**src/rtl/ps2_scan_rx_pkg.sv**
```systemverilog
`default_nettype none
// ============================================================================
//  Module   : ps2_scan_rx_pkg
//  Purpose  : Shared constants for the PS/2 scan-code receiver: prefix bytes,
//             frame FSM state encodings, line idle level and a parity helper.
//  Ports    : none (package)
//  Revision : 1.0  initial release
// ============================================================================
package ps2_scan_rx_pkg;

    localparam logic [7:0] PS2_BREAK     = 8'hF0;
    localparam logic [7:0] PS2_EXT       = 8'hE0;

    localparam logic [1:0] PS2_IDLE      = 2'd0;
    localparam logic [1:0] PS2_DATA      = 2'd1;
    localparam logic [1:0] PS2_PARITY    = 2'd2;
    localparam logic [1:0] PS2_STOP      = 2'd3;

    // Open-drain lines float high when nobody drives them.
    localparam logic       PS2_LINE_IDLE = 1'b1;

    // A frame is good when data plus parity bit carry an odd number of ones.
    function automatic logic odd_parity_ok(input logic [7:0] b, input logic p);
        return ^{p, b};
    endfunction

endpackage
`default_nettype wire

```
**src/rtl/ps2_scan_rx_if.sv**
```systemverilog
`default_nettype none
// ============================================================================
//  Module   : ps2_scan_rx_if
//  Purpose  : Bundles the keyboard line pair and the decoded key outputs.
//  Ports    : ps2_clk, ps2_data   keyboard lines (into the receiver)
//             key_stroke, key_ext held key code / E0 flag
//             key_valid, key_release, frame_err  one-cycle pulses
//             modport master : receiver side; modport slave : keyboard/consumer side
//  Revision : 1.0  initial release
// ============================================================================
interface ps2_scan_rx_if;
    logic       ps2_clk;
    logic       ps2_data;
    logic [7:0] key_stroke;
    logic       key_ext;
    logic       key_valid;
    logic       key_release;
    logic       frame_err;

    modport master (
        input  ps2_clk, ps2_data,
        output key_stroke, key_ext, key_valid, key_release, frame_err
    );

    modport slave (
        output ps2_clk, ps2_data,
        input  key_stroke, key_ext, key_valid, key_release, frame_err
    );
endinterface
`default_nettype wire

```
**src/rtl/ps2_scan_rx_filter.sv**
```systemverilog
`default_nettype none
// ============================================================================
//  Module   : ps2_filter
//  Purpose  : Synchronises ps2_clk/ps2_data, deglitches the clock and emits a
//             one-cycle strobe on each filtered falling edge with the data bit.
//  Ports    : clk, rst      system clock, sync active-high reset
//             ps2_clk_i     raw keyboard clock
//             ps2_data_i    raw keyboard data
//             fall_o        1-cycle strobe on filtered clock 1->0
//             data_o        synced data bit, valid while fall_o is high
//  Revision : 1.0  initial release
// ============================================================================
module ps2_filter
    import ps2_scan_rx_pkg::*;
#(
    parameter int FILTER_LEN = 8
) (
    input  wire logic clk,
    input  wire logic rst,
    input  wire logic ps2_clk_i,
    input  wire logic ps2_data_i,
    output logic      fall_o,
    output logic      data_o
);

    localparam int CNT_W = $clog2(FILTER_LEN + 1);

    logic [1:0]       clk_sync_q;
    logic [1:0]       data_sync_q;
    logic             clk_f_q;
    logic [CNT_W-1:0] cnt_q;
    logic             fall_q;
    logic             data_q;
    logic             w_flip;

    // The filtered clock flips on the FILTER_LEN-th consecutive disagreeing sample.
    assign w_flip = (clk_sync_q[1] != clk_f_q) && (cnt_q == CNT_W'(FILTER_LEN - 1));

    always_ff @(posedge clk) begin
        if (rst) begin
            clk_sync_q  <= {2{PS2_LINE_IDLE}};
            data_sync_q <= {2{PS2_LINE_IDLE}};
            clk_f_q     <= PS2_LINE_IDLE;
            cnt_q       <= '0;
            fall_q      <= 1'b0;
            data_q      <= PS2_LINE_IDLE;
        end else begin
            clk_sync_q  <= {clk_sync_q[0], ps2_clk_i};
            data_sync_q <= {data_sync_q[0], ps2_data_i};
            if (clk_sync_q[1] == clk_f_q) begin
                cnt_q <= '0;
            end else if (w_flip) begin
                cnt_q   <= '0;
                clk_f_q <= ~clk_f_q;
            end else begin
                cnt_q <= cnt_q + 1'b1;
            end
            fall_q <= w_flip && clk_f_q;
            data_q <= data_sync_q[1];
        end
    end

    assign fall_o = fall_q;
    assign data_o = data_q;

endmodule
`default_nettype wire

```
**src/rtl/ps2_scan_rx.sv**
```systemverilog
`default_nettype none
// ============================================================================
//  Module   : ps2_scan_rx
//  Purpose  : PS/2 keyboard receiver. Deframes 11-bit frames, checks parity
//             and stop bit, aborts stalled frames, and decodes E0/F0 prefixes
//             into a held scan code.
//  Ports    : clk, rst   system clock, sync active-high reset
//             bus        ps2_scan_rx_if.master (ps2 lines in, key outputs out)
//  Revision : 1.0  initial release
// ============================================================================
module ps2_scan_rx
    import ps2_scan_rx_pkg::*;
#(
    parameter int FILTER_LEN     = 8,
    parameter int TIMEOUT_CYCLES = 200000
) (
    input  wire logic      clk,
    input  wire logic      rst,
    ps2_scan_rx_if.master  bus
);

    localparam int TIMER_W = $clog2(TIMEOUT_CYCLES + 1);

    logic               w_fall;
    logic               w_data;
    logic [1:0]         state_q, state_d;
    logic [7:0]         shift_q;
    logic [2:0]         bit_cnt_q;
    logic               par_q;
    logic [TIMER_W-1:0] timer_q;
    logic               w_timeout;
    logic               w_frame_ok;
    logic               w_byte_done;
    logic               w_err;

    logic [7:0]         key_stroke_q, key_stroke_d;
    logic               key_ext_q, key_ext_d;
    logic               key_valid_q, key_valid_d;
    logic               key_release_q, key_release_d;
    logic               frame_err_q, frame_err_d;
    logic               ext_p_q, ext_p_d;
    logic               brk_p_q, brk_p_d;

    ps2_filter #(.FILTER_LEN(FILTER_LEN)) u_filter (
        .clk        (clk),
        .rst        (rst),
        .ps2_clk_i  (bus.ps2_clk),
        .ps2_data_i (bus.ps2_data),
        .fall_o     (w_fall),
        .data_o     (w_data)
    );

    // A falling edge always wins over a coinciding timeout so the frame's own
    // outcome is reported and error/byte_done can never overlap.
    assign w_timeout = (state_q != PS2_IDLE) && !w_fall &&
                       (timer_q == TIMER_W'(TIMEOUT_CYCLES));

    // ---------------- FSM: state register ----------------
    always_ff @(posedge clk) begin
        if (rst) state_q <= PS2_IDLE;
        else     state_q <= state_d;
    end

    // ---------------- FSM: next state ----------------
    always_comb begin
        state_d = state_q;
        if (w_timeout) begin
            state_d = PS2_IDLE;
        end else if (w_fall) begin
            case (state_q)
                PS2_IDLE:   if (!w_data) state_d = PS2_DATA;
                PS2_DATA:   if (bit_cnt_q == 3'd7) state_d = PS2_PARITY;
                PS2_PARITY: state_d = PS2_STOP;
                default:    state_d = PS2_IDLE;
            endcase
        end
    end

    // ---------------- FSM: outputs ----------------
    always_comb begin
        w_frame_ok  = odd_parity_ok(shift_q, par_q) && w_data;
        w_byte_done = w_fall && (state_q == PS2_STOP) && w_frame_ok;
        w_err       = (w_fall && (state_q == PS2_STOP) && !w_frame_ok) || w_timeout;
    end

    // ---------------- Frame datapath and stall timer ----------------
    always_ff @(posedge clk) begin
        if (rst) begin
            shift_q   <= '0;
            bit_cnt_q <= '0;
            par_q     <= 1'b0;
            timer_q   <= '0;
        end else begin
            if ((state_q == PS2_IDLE) || w_fall)          timer_q <= '0;
            else if (timer_q != TIMER_W'(TIMEOUT_CYCLES)) timer_q <= timer_q + 1'b1;

            if (w_fall) begin
                case (state_q)
                    PS2_IDLE:   bit_cnt_q <= '0;
                    PS2_DATA: begin
                        shift_q   <= {w_data, shift_q[7:1]};
                        bit_cnt_q <= bit_cnt_q + 1'b1;
                    end
                    PS2_PARITY: par_q <= w_data;
                    default:    ;
                endcase
            end
        end
    end

    // ---------------- Scan-code decoder ----------------
    always_comb begin
        key_stroke_d  = key_stroke_q;
        key_ext_d     = key_ext_q;
        key_valid_d   = 1'b0;
        key_release_d = 1'b0;
        frame_err_d   = w_err;
        ext_p_d       = ext_p_q;
        brk_p_d       = brk_p_q;
        if (w_byte_done) begin
            if (shift_q == PS2_EXT) begin
                ext_p_d = 1'b1;
            end else if (shift_q == PS2_BREAK) begin
                brk_p_d = 1'b1;
            end else if (brk_p_q) begin
                // Only the release of the held key clears the output.
                if ((shift_q == key_stroke_q) && (ext_p_q == key_ext_q)) begin
                    key_stroke_d  = 8'h00;
                    key_ext_d     = 1'b0;
                    key_release_d = 1'b1;
                end
                ext_p_d = 1'b0;
                brk_p_d = 1'b0;
            end else begin
                key_stroke_d = shift_q;
                key_ext_d    = ext_p_q;
                key_valid_d  = 1'b1;
                ext_p_d      = 1'b0;
            end
        end
    end

    always_ff @(posedge clk) begin
        if (rst) begin
            key_stroke_q  <= 8'h00;
            key_ext_q     <= 1'b0;
            key_valid_q   <= 1'b0;
            key_release_q <= 1'b0;
            frame_err_q   <= 1'b0;
            ext_p_q       <= 1'b0;
            brk_p_q       <= 1'b0;
        end else begin
            key_stroke_q  <= key_stroke_d;
            key_ext_q     <= key_ext_d;
            key_valid_q   <= key_valid_d;
            key_release_q <= key_release_d;
            frame_err_q   <= frame_err_d;
            ext_p_q       <= ext_p_d;
            brk_p_q       <= brk_p_d;
        end
    end

    assign bus.key_stroke  = key_stroke_q;
    assign bus.key_ext     = key_ext_q;
    assign bus.key_valid   = key_valid_q;
    assign bus.key_release = key_release_q;
    assign bus.frame_err   = frame_err_q;

endmodule
`default_nettype wire
```
**src/flat_wrapper.sv**
```systemverilog
// flat-port wrapper written by rule: the top's interface ports become plain ports
module ps2_scan_rx_flat import ps2_scan_rx_pkg::*;
#(
    parameter int FILTER_LEN     = 8,
    parameter int TIMEOUT_CYCLES = 200000
)
  (clk, rst, bus_ps2_clk, bus_ps2_data, bus_key_stroke, bus_key_ext, bus_key_valid, bus_key_release, bus_frame_err);
  ps2_scan_rx_if bus_i ();
  input  wire logic clk;
  input  wire logic rst;
  input wire logic [$bits(bus_i.ps2_clk)-1:0] bus_ps2_clk;
  input wire logic [$bits(bus_i.ps2_data)-1:0] bus_ps2_data;
  output wire logic [$bits(bus_i.key_stroke)-1:0] bus_key_stroke;
  output wire logic [$bits(bus_i.key_ext)-1:0] bus_key_ext;
  output wire logic [$bits(bus_i.key_valid)-1:0] bus_key_valid;
  output wire logic [$bits(bus_i.key_release)-1:0] bus_key_release;
  output wire logic [$bits(bus_i.frame_err)-1:0] bus_frame_err;
  assign bus_i.ps2_clk = bus_ps2_clk;
  assign bus_i.ps2_data = bus_ps2_data;
  assign bus_key_stroke = bus_i.key_stroke;
  assign bus_key_ext = bus_i.key_ext;
  assign bus_key_valid = bus_i.key_valid;
  assign bus_key_release = bus_i.key_release;
  assign bus_frame_err = bus_i.frame_err;
  ps2_scan_rx #(.FILTER_LEN(FILTER_LEN), .TIMEOUT_CYCLES(TIMEOUT_CYCLES)) u_core (.clk(clk), .rst(rst), .bus(bus_i));
endmodule
```
**config.mk**
```make
export PLATFORM = sky130hd
export DESIGN_NAME = ps2_scan_rx_flat
export DESIGN_NICKNAME = d
export VERILOG_FILES = /design/src/rtl/ps2_scan_rx_pkg.sv /design/src/rtl/ps2_scan_rx_if.sv /design/src/rtl/ps2_scan_rx_filter.sv /design/src/rtl/ps2_scan_rx.sv /design/src/flat_wrapper.sv
export SDC_FILE = /design/constraint.sdc
export NUM_CORES = 1
export LEC_CHECK = 0
export ABC_AREA = 1
export CAP_MARGIN = 10
export CORE_ASPECT_RATIO = 1.1
export CORE_MARGIN = 1.5
export CORE_UTILIZATION = 50
export CTS_BUF_LIST = sky130_fd_sc_hd__clkbuf_4 sky130_fd_sc_hd__clkbuf_8
export DETAILED_ROUTE_END_ITERATION = 7
export PLACE_DENSITY = 0.68
export SETUP_SLACK_MARGIN = 0.3
export SYNTH_ARGS = -nofsm -noshare
export SYNTH_HDL_FRONTEND = slang
export SYNTH_SLANG_ARGS = --single-unit
```
**constraint.sdc**
```tcl
create_clock -name clk -period 2.1 [get_ports clk]
set_input_delay 0.63 -clock clk [delete_from_list [all_inputs] [get_ports clk]]
set_output_delay 0.63 -clock clk [all_outputs]
set_load 0.1 [all_outputs]
```
Yosys cells after proc, flatten, opt, wreduce, memory -nomap -nowiden
Cells that the tools add are included.

storage, ports and cells
  word-level logic and storage cells = 87
  input port bits = 4
  bits in registers = 57
  output and inout port bits = 12

cells by class
  multiplexer cells = 13
  bitwise logic cells = 6
  reductions and logical operators = 30
  add/subtract/negate cells = 3
  equality and inequality tests = 17

operators by type and width
  cell                     count
  $add A18 B1 Y18 const B  1
  $eq A18 B18 Y1 const B   1
  $ne A18 B18 Y1 const B   1
  $eq A8 B8 Y1 const B     2
  $mux W8                  2
  $reduce_and A2 Y1        6
  $logic_and A1 B1 Y1      9
  $reduce_xor A9 Y1        1
  $eq A8 B8 Y1             1
  $mux W1                  7
  $not A1 Y1               6
  $pmux W2 S3              1
  $pmux W3 S2              1
  $reduce_or A5 Y1         1
  $add A4 B1 Y4 const B    1
  $eq A2 B2 Y1 const B     2
  $eq A4 B3 Y1 const B     1
  $mux W2                  2
  $ne A2 B1 Y1 const B     2
  $ne A2 B2 Y1 const B     2
  $reduce_and A4 Y1        1
  $reduce_bool A2 Y1       2
  $reduce_or A2 Y1         2
  $reduce_or A4 Y1         1
  10 further kinds         13

Logic depth before layout (Yosys ltp)
  depth in word-level cells = 5
  gate-level depth with buffers = 15
  mapped depth without buffers = 14

By module
From an unflattened synthesis, not the netlist that was laid out.

unflattened totals
  cells, all modules = 374
  area total of the unflattened synthesis = 2,792.7 sq um

by module, submodules not included
  module       instances  cells each  area an instance (sq um)  seq. area each (sq um)
  ps2_scan_rx  1          336         2,421.1                   920.9
  ps2_filter   1          38          371.6                     220.2

Least setup slack after synthesis
Ideal clock, no wire load.

  path kind = register to register
  start = register u_core.key_stroke_q[4], in the netlist u_core.bus.key_stroke[4]
  end = register u_core.key_ext_q, in the netlist u_core.bus.key_ext
  path slack = 70 ps
  library setup time = 113 ps
  stages on the path, launching flop included = 10
  arrival = 1,917 ps
  cells stage by stage = dfxtp_1 > xnor2_1 > nand2_1 > nor2_2 > nand2_2 > a21oi_4 > nand2_2 > buf_6 > nor2_1 > nor2_1

on the way
  longest elaborated chain between the ends = 4

RTL lines
  element                             line                source
  start, declared                     ps2_scan_rx.sv:36   logic [7:0] key_stroke_q, key_stroke_d;
  start signal, assigned              ps2_scan_rx.sv:153  key_stroke_q <= key_stroke_d;
  $eq A8 B8 Y1                        ps2_scan_rx.sv:127  if ((shift_q == key_stroke_q) && (ext_p_q == key_ext_q)) begin
  $logic_and A1 B1 Y1                 ps2_scan_rx.sv:127
  $ne A2 B2 Y1 (no source line)       -
  $reduce_and A4 Y1 (no source line)  -
  end signal, assigned                ps2_scan_rx.sv:154  key_ext_q <= key_ext_d;
  end, declared                       ps2_scan_rx.sv:37   logic key_ext_q, key_ext_d;

No other way between the ends.
A chain may end at the register's enable or synchronous reset.

Worst setup path after layout
  start = register u_core.shift_q[2]
  end = register u_core.key_stroke_q[7], in the netlist u_core.bus.key_stroke[7]

on the way
  longest elaborated chain between the ends = 4
  elaborated cells between the ends (all ways) = 11
  classes of those cells = eq/ne (4); bitwise (2); reduce/logical (5)

RTL lines
  element                                                               line                                       source
  start, declared                                                       ps2_scan_rx.sv:27                          logic [7:0] shift_q;
  start signal, assigned                                                ps2_scan_rx.sv:101                         shift_q <= {w_data, shift_q[7:1]};
  $eq A8 B8 Y1 or $reduce_xor A9 Y1 (tied branches)                     ps2_scan_rx.sv:127, ps2_scan_rx_pkg.sv:24
  $logic_and A1 B1 Y1, on equally long branches                         ps2_scan_rx.sv:127, ps2_scan_rx.sv:81
  $ne A2 B2 Y1 (no source line) or $logic_and A1 B1 Y1 (tied branches)  -
  $reduce_and A4 Y1 (no source line) *                                  -

Mark *: on every way between the ends. The rest lies on a longest branch, timed or not.

==> results_dict.tcl <==
set metrics [dict create \
    p_leak_nw 1.411 \
    clock_latency_ns 0.34 \
    regArea_sq_um 1161 \
    critPathArrivalTime_ns 2.05 \
    endpoint_kind "register" \
    internal_power_mw 1.612 \
    avgSynthCellArea_sq_um 7.273 \
    hold_ws_ns 0.4092 \
    finalCritPeriodShare 0.8475 \
    async_flop_share 0 \
    holdPathStages 1 \
    maxCapViolCount 0 \
    grt_usage 0.1979 \
    die-area_sq_um 5967 \
    hold_path_end "u_core.u_filter.clk_sync_q[1]" \
    core.rowCount 28 \
    start_kind "register" \
    p_switching_uw 441.2 \
    drt_iter0_markers 83 \
    maxSlewViolCount 0 \
    numPortBuffers 15 \
    p_sw_frac 0.2149 \
    multiInputGateArea_sq_um 1493 \
    clk_path_buf_depth 2 \
    routabilityCongestion 0.8277 \
    antenna_left 0 \
    fin_skew_ns 0.009956 \
    hold_viol 0 \
    grt_pass1_wl_um 8949 \
    pwr-share-clk 0.455 \
    total_power_mw 2.053 \
    hold_class "register to register" \
    cts_tree "built" \
    final_layout_size_suffix_gt1_frac 0.2319 \
    synth_area_leaders "dfxtp_1 41%, nand2_1 9.7%, inv_1 7.1%" \
    synth_fp_nets 397 \
    synth_top_area_cell "dfxtp_1" \
    syn_to_final_growth_pct 25.47 \
    ctsHtreeMaxLevel 3 \
    seqPwrFrac 0.529 \
    setup_viol_count_final 0 \
    worstPathRequired_ns 2.37 \
    dpl.hpwl_um 3803 \
    io_pins 16 \
    clkSinkCount 57 \
    grt_max_degree 21 \
    drcViolationCount 0 \
    r2r_cells 14 \
    ff2ff_setup_slack_ns 0.32 \
    rsz0062_at_grt "true" \
    drtPass1Iterations 4 \
    ys_ff_latch 57 \
    fmax_mhz 561.9 \
    status "complete, no violations" \
    clk_pin_slew_ns 0.07 \
    start_util 0.5142 \
    p_per_area_nw_per_um2 593.6 \
    wl_per_cell_um 11.03 \
    drt-total-wl_um 5393 \
    root_buffer "clkbuf_8" \
    ys_types 26 \
    post-synth-top-area-fraction 0.4140 \
    vias 2380 \
    final_nets 427 \
    ys_seq_area_frac 0.4140 \
    overflow 0 \
    setup.worst_path.class "register to register" \
    cts_buffers 9 \
    hold_buffers 0 \
    dp_slack_ns 0.1744 \
    slew_headroom 0.6534 \
    syn_inst 379 \
    r2r-start "u_core.shift_q[2]" \
    ys_warn_count 0 \
    worst_slew_pin_slew_ns 0.5192 \
    p_comb_frac 0.015 \
    ys.flop_type "dfxtp_1" \
    ir_worst_vdd_mv 0.4720 \
    cp_max_fo 6 \
    fin_ws_ns 0.3203 \
    vias_per_cell 4.867 \
    tns_ns 0 \
    synth_edf_count 0 \
    netlist_area_sq_um 2756 \
    r2r_end "u_core.bus.key_stroke[7]" \
    diodes 0 \
    dieHeight_um 80.87 \
    period_needed_ns 1.780 \
    fillers 477 \
    fp.coreArea_sq_um 5360 \
    grt_pass1_vias 2146 \
    min-delay-start "u_core.u_filter.clk_sync_q[0]" \
    die_x_um 73.79 \
    antenna_found_initial 0 \
]
==> power by group through the flow <==
stage / Sequential [mW] / Combinational [mW] / Clock (mW)
after floorplan: 1.11 / 0.0193 / 0
after global placement: 1.11 / 0.0313 / 0
after detailed placement: 1.11 / 0.0313 / 0
after CTS: 1.09 / 0.0314 / 0.957
after global routing: 1.09 / 0.0355 / 0.992
final: 1.09 / 0.0314 / 0.935
==> worst max-delay path by stage <==
| stage | startpoint | end | depth (start not counted) |
|---|---|---|---|
| finish | u_core.shift_q[2] | u_core.bus.key_stroke[7] | 14 |
| global placement | u_core.shift_q[4] | u_core.bus.key_stroke[5] | 9 |
| floorplan | u_core.shift_q[2] | u_core.bus.key_ext | 13 |
| detailed placement | u_core.shift_q[2] | u_core.bus.key_stroke[6] | 12 |
| CTS | u_core.shift_q[3] | u_core.bus.key_stroke[6] | 12 |
| global route | u_core.shift_q[2] | u_core.bus.key_stroke[6] | 14 |
==> metal layers <==
metal,share of wire,track usage,vias up
li1,-,-,1267
met1,0.46,0.2367,1072
met2,0.49,0.3234,33
met3,0.031,0.03846,8
met4,0.018,0.1241,0
met5,0,0,-
==> Yosys cell counts (5+ instances only) <==
master	number
nand2_1	71
dfxtp_1	57
inv_1	52
nor2_1	47
a21oi_1	35
o21ai_0	25
nand3_1	23
ha_1	14
xnor2_1	8
nand2_2	6
or2_2	6
clkbuf_1	5
nand4_1	5
nor3_1	5
==> placed cells by master (no fill, tap or decap), types with 5 or more instances in the layout <==
master	synthesis	final
xnor2_1	8	8
buf_4	0	12
dfxtp_1	57	43
a21oi_1	35	35
inv_1	52	50
nand3_1	23	20
nand2_2	6	11
buf_12	0	10
nor3_1	5	5
nor2_2	3	8
clkbuf_8	1	11
nand4_1	5	5
dfxtp_2	0	13
nor2_1	47	39
ha_1	14	11
nand2_1	71	65
or2_2	6	6
o21ai_0	25	25
==> per-stage QoR <==
| step | instances | cell area (sq um) | util |
|---|---|---|---|
| 5_1_grt | 489 | 3458 | 0.6452 |
| 3_3_place_gp | 467 | 3100 | 0.5784 |
| 4_1_cts | 483 | 3297 | 0.6151 |
| 6_report | 489 | 3458 | 0.6452 |
| 3_5_place_dp | 467 | 3100 | 0.5784 |
| 2_1_floorplan | 379 | 2768 | - |
==> timing repair <==
item / 4_1_cts / 5_1_grt
endpoints found under the setup margin: 11 / 16
hold endpoints to repair: 0 / 0
buffers inserted: 0 / 5
gates resized for setup: 5 / 30
pin swaps: 1 / 12
cloned: 0 / 1
==> cell families (layout without fill, tap and decap cells) <==
kind of cell | after synthesis | count (layout) | synth area share
buffers and inverters | 62 | 96 | 0.09079
xor gates and xnor gates | 11 | 11 | 0.03496
adders and majority gates | 14 | 14 | 0.06355
AOI/OAI and AO/OA | 61 | 61 | 0.1148
and+or+nand+nor | 174 | 175 | 0.2819
DFF | 57 | 57 | 0.4140
==> sequential cells by signal (all words and copies together), names as in the netlist, 2 cells and up <==
register,cells
u_core.u_filter.cnt_q,4
u_core.u_filter.clk_sync_q,2
u_core.bus.key_stroke,8
u_core.timer_q,18
u_core.bit_cnt_q,3
u_core.shift_q,8
u_core.u_filter.data_sync_q,2
u_core.state_q,2
==> worst max-delay path: stages, from the launching register on <==
cell and delay (ns):
dfxtp_2 0.36, inv_2 0.06, ha_4 0.27, inv_2 0.03, nand2_2 0.06, nand2_2 0.05, nand2_2 0.09, nand2_2 0.06
nand2_2 0.08, nand4_4 0.10, nor2_4 0.22, nand2_4 0.13, nand2_1 0.10, nand2_1 0.05, nor2_1 0.07
==> final cells by class <==
type | instances | share of cell area
multi-input combinational | 261 | 0.4316
sequential | 57 | 0.3357
timing repair buffer | 25 | 0.09262
inverter | 55 | 0.06042
clock buffer | 13 | 0.04812
tap | 75 | 0.02713
clock inverter | 3 | 0.004342
(Power assumes the default switching activity.)
